File: src/rtl/shift_sequencer.sv
// shift_sequencer: multi-cycle variable-distance shift controller driving a single-bit shifter
module shift_sequencer #(
    parameter int k = 16
) (
    input  logic         clk,
    input  logic         reset_n,
    input  logic         start,
    input  logic [k-1:0] din,
    input  logic [1:0]   op,
    input  logic [3:0]   amount,
    output logic [k-1:0] sh_in,
    output logic [1:0]   sh_sel,
    input  logic [k-1:0] sh_out,
    output logic         busy,
    output logic         done,
    output logic [k-1:0] dout
);
    typedef enum logic [1:0] {IDLE, SHIFT, DONE} state_t;
    state_t       state_q, state_d;
    logic [k-1:0] acc_q, acc_d;
    logic [3:0]   cnt_q, cnt_d;
    logic [1:0]   op_q, op_d;
    // state and datapath registers, cleared immediately on reset so a running job is aborted
    always_ff @(posedge clk or negedge reset_n) begin
        if (!reset_n) begin
            state_q <= IDLE;
            acc_q   <= '0;
            cnt_q   <= '0;
            op_q    <= 2'b00;
        end else begin
            state_q <= state_d;
            acc_q   <= acc_d;
            cnt_q   <= cnt_d;
            op_q    <= op_d;
        end
    end
    // job acceptance in IDLE/DONE, one shifter step per SHIFT cycle until the count is spent
    always_comb begin
        state_d = state_q;
        acc_d   = acc_q;
        cnt_d   = cnt_q;
        op_d    = op_q;
        if (state_q == SHIFT) begin
            acc_d   = sh_out;
            cnt_d   = cnt_q - 4'd1;
            state_d = (cnt_q == 4'd1) ? DONE : SHIFT;
        end else if (start) begin
            acc_d   = din;
            cnt_d   = amount;
            op_d    = op;
            state_d = (amount == 4'd0 || op == 2'b00) ? DONE : SHIFT;
        end else begin
            state_d = IDLE;
        end
    end
    assign sh_in  = acc_q;
    assign sh_sel = (state_q == SHIFT) ? op_q : 2'b00;
    assign busy   = (state_q == SHIFT);
    assign done   = (state_q == DONE);
    assign dout   = acc_q;
endmodule

File: config.mk
export PLATFORM = sky130hd
export DESIGN_NAME = shift_sequencer
export DESIGN_NICKNAME = d
export VERILOG_FILES = /design/src/rtl/shift_sequencer.sv
export SDC_FILE = /design/constraint.sdc
export NUM_CORES = 1
export LEC_CHECK = 0
export ABC_CLOCK_PERIOD_IN_PS = 2300
export CAP_MARGIN = 0
export CORE_UTILIZATION = 41
export CTS_CLUSTER_SIZE = 16
export DETAILED_ROUTE_END_ITERATION = 10
export PLACE_DENSITY = 0.86
export SLEW_MARGIN = 20
export SYNTH_ARGS = -nofsm -noshare
export SYNTH_HDL_FRONTEND = slang
export SYNTH_SLANG_ARGS = --single-unit
export TNS_END_PERCENT = 20
File: constraint.sdc
create_clock -name clk -period 2.3 [get_ports clk]
set_input_delay 0.575 -clock clk [delete_from_list [all_inputs] [get_ports clk]]
set_output_delay 0.575 -clock clk [all_outputs]
set_load 0.05 [all_outputs]
==> metrics.md, run 1 <==
| Metric | Value |
|---|---|
| Nets | `233` |
| Worst setup SP type | `register` |
| RSZ-0062 raised after global routing | `false` |
| Met1 WL | `1.313 mm` |
| CP delay by family, top | `buffers and inverters` |
| Starting Density | `0.4352` |
| Fillers | `249` |
| Total gr overflow | `0` |
| Core area | `approximately 0.0031 mm2` |
| Worst skew pair latency | `0.33 ns` |
| GPL Wtd Cong | `between 0.7 and 0.8` |
| Max_slew headroom | `0.6531` |
| DIE WIDTH | `58.93 um` |
| Power density cells | `1719 mW/mm2` |
| Async set-reset flop share out of synthesis | `1.000` |
| Routed WL | `3.349 mm` |
| Worst-margin pin slew | `0.5187 ns` |
| Die Ht | `58.93 um` |
| Initial antenna violation count | `0` |
| Post_cts resized | `0` |
| CTS tree | `built` |
| Routed vias | `1145` |
| Commonest non-fill, non-tap cell in the layout | `clkdlybuf4s50_1` |
| Critical path class | `reg2out` |
| Clock Skews | `0.01170 ns` |
| Commonest cells after routing, fill and taps aside | `72 x clkdlybuf4s50_1, 24 x dfrtp_1, 19 x nand2_1` |
| Detail Placement HPWL | `2.641 mm` |
| Largest net degree at the start of global routing | `27` |
| Clk sink count | `24` |
| Static Leak | `0.9207 nW` |
| Worst vdd ir | `0.7220 mV` |
| Fin. Hold Viols | `0` |
| Slew Viols, Final | `0` |
| Vias in the first global route | `1108` |
| Post-route setup TNS | `0 ns` |
| Synth unique cells | `28` |
| Post-synthesis sequential area ratio | `0.4520` |
| Met2 WL | `1.670 mm` |
| Main flop type after synthesis | `dfrtp_1` |
| CP max FO | `3` |
| PortBufs | `76` |
| H-tree depth | `1` |
| Power, Total | `0.003580 W` |
| Cts hold-fix bufs | `0` |
| Max clock buf depth | `2` |
| Post-route DRC | `0` |
| Final ANT Viol Nets | `0` |
| Syn Area/Cell | `around 10 um2` |
| Critical path required time | `approximately 1.7 ns` |
| Fin crit share | `0.9245` |
| Post-route cell area | `0.002083 mm2` |
| Footprint of the multi-input gates | `about 540 um2` |
| WL met3 | `276 um` |
| Wire length of the first global-routing pass | `5.078 mm` |
| Max Fclk | `470.3 MHz` |
| Status | `completed` |
| Drt pass-1 iters | `4` |
| Placed cell area | `0.002031 mm2` |
| Tmin final | `2.126 ns` |
| Synth Net Count | `172` |
| Routed length per instance | `14.37 um` |
| Layout cells sized above 1 | `0.1005` |
| Worst path cell trace | `clkdlybuf4s50_1` |
| Post-CTS setup repair buffer count | `0` |
| Row count | `20` |
| Root buffer cell | `clkbuf_4` |
| Hold crit path type | `reg2reg` |
| # IOs | `between 70 and 80` |
| YS warnings | `0` |
| Post-synthesis register bit count | `24` |
| Worst EP arrival | `1.55 ns` |
| Max-cap viol count | `0` |
| Clock-pin slew on the worst setup and hold paths | `0.14 ns` |
| Ant. Diodes | `0` |
| Final setup viols | `0` |
| Buf/Inv on CP | `1` |
| CP max stage delay | `0.82 ns` |
| Total GRT Usage | `0.1987` |
| Initial DRC Count | `45` |
| Mapped Area | `0.001329 mm2` |
| Num CTS Buffers | `3` |
| Critical path endpoint category | `output pin` |
| Total Die Area | `0.003473 mm2` |
| Synthesis-to-layout area growth | `56.78%` |
| Register area | `600.6 um2` |
| Post-synth EDFFs | `0` |
| Syn Inst Count | `129` |
| Uppermost layer routed | `met4` |
| Crit path max-delay cell type | `clkdlybuf4s50_1` |
| Vias per inst | `roughly 4.9` |
synth_stat cells (2+ instances only):
master / n / area (um2)
buf_2: 5 / 25.02
o211a_1: 2 / 20.02
nand2_1: 19 / 71.32
mux2_4: 2 / 30.03
mux2_2: 2 / 22.52
and2_1: 3 / 18.77
dfrtp_1: 24 / 600.6
buf_4: 17 / 127.6
o21ai_0: 16 / 80.08
mux2i_1: 16 / 160.2
nand3_1: 4 / 20.02
ha_1: 2 / 25.02
inv_1: 2 / 7.510
per-stage QoR:
stage               hold slack, ns  utilization  cells  setup WS, ns
finish                      0.5178       0.6824    233        0.1736
global route                0.5500       0.6824    233        0.1109
CTS                         0.5208       0.6824    233        0.1718
detailed placement          0.4898       0.6652    229        0.4407
global placement            0.4829       0.6652    229        0.4621
floorplan                   0.2794            -    129        0.4653
path summary, 6_finish.rpt:
path / slack, ns / cells past startpoint / endpoint / startpoint
setup reg to reg: 0.63 / 5 / cnt_q[3]$_DFFE_PN0P_ / state_q[1]$_DFF_PN0_
max in group asynchronous: 1.45 / 2 / dout[2]$_DFFE_PN0P_ / reset_n
hold / removal: 0.52 / 1 / op_q[0]$_DFFE_PN0P_ / op_q[0]$_DFFE_PN0P_
hold reg to reg: 0.52 / 1 / op_q[0]$_DFFE_PN0P_ / op_q[0]$_DFFE_PN0P_
setup / recovery: 0.17 / 1 / sh_in[10] / dout[10]$_DFFE_PN0P_
min in group asynchronous: 0.60 / 2 / op_q[0]$_DFFE_PN0P_ / reset_n
cell families after synthesis:
| group | synth area share |
|---|---|
| buffers and inverters | 0.1394 |
| flip-flops | 0.4520 |
| adder cells (fa/ha/maj) | 0.01883 |
| multiplexers | 0.1601 |
| AO/OA/AOI/OAI | 0.1055 |
| AND/OR/NAND/NOR | 0.1243 |
power breakdown:
part | switching [W] | internal [W]
combinational | 0.00160 | 0.000880
sequential | 0.000160 | 0.000630
clock | 0.000134 | 0.000176
total | 0.00189 | 0.00169
area by class of cell:
type	count	share of cell area
tap	44	0.02643
multi-input combinational	78	0.2607
inverter	3	0.006607
timing repair buffer	80	0.3928
clock buffer	3	0.01081
sequential	24	0.2883
clock inverter	1	0.01441
flip-flops by register name, summed over array words and instances (netlist names):
name and count:
dout 16, op_q 2, cnt_q 4, state_q 2
metal layers:
layer / vias to the layer above / track usage
met2: 58 / 0.3539
li1: 547 / -
met1: 532 / 0.2224
met5: - / 0
met4: 0 / 0.1122
met3: 8 / 0.03516
(Power assumes the default switching activity.)
==> run 2: changes to the inputs <==
--- a/config.mk
+++ b/config.mk
@@ -10,6 +10,7 @@
 export CORE_UTILIZATION = 41
 export CTS_CLUSTER_SIZE = 16
 export DETAILED_ROUTE_END_ITERATION = 10
+export HOLD_SLACK_MARGIN = 0.05
 export PLACE_DENSITY = 0.86
 export SLEW_MARGIN = 20
 export SYNTH_ARGS = -nofsm -noshare
==> results of run 2 <==
The final DEF is identical to that of run 1; final timing and power are the same.
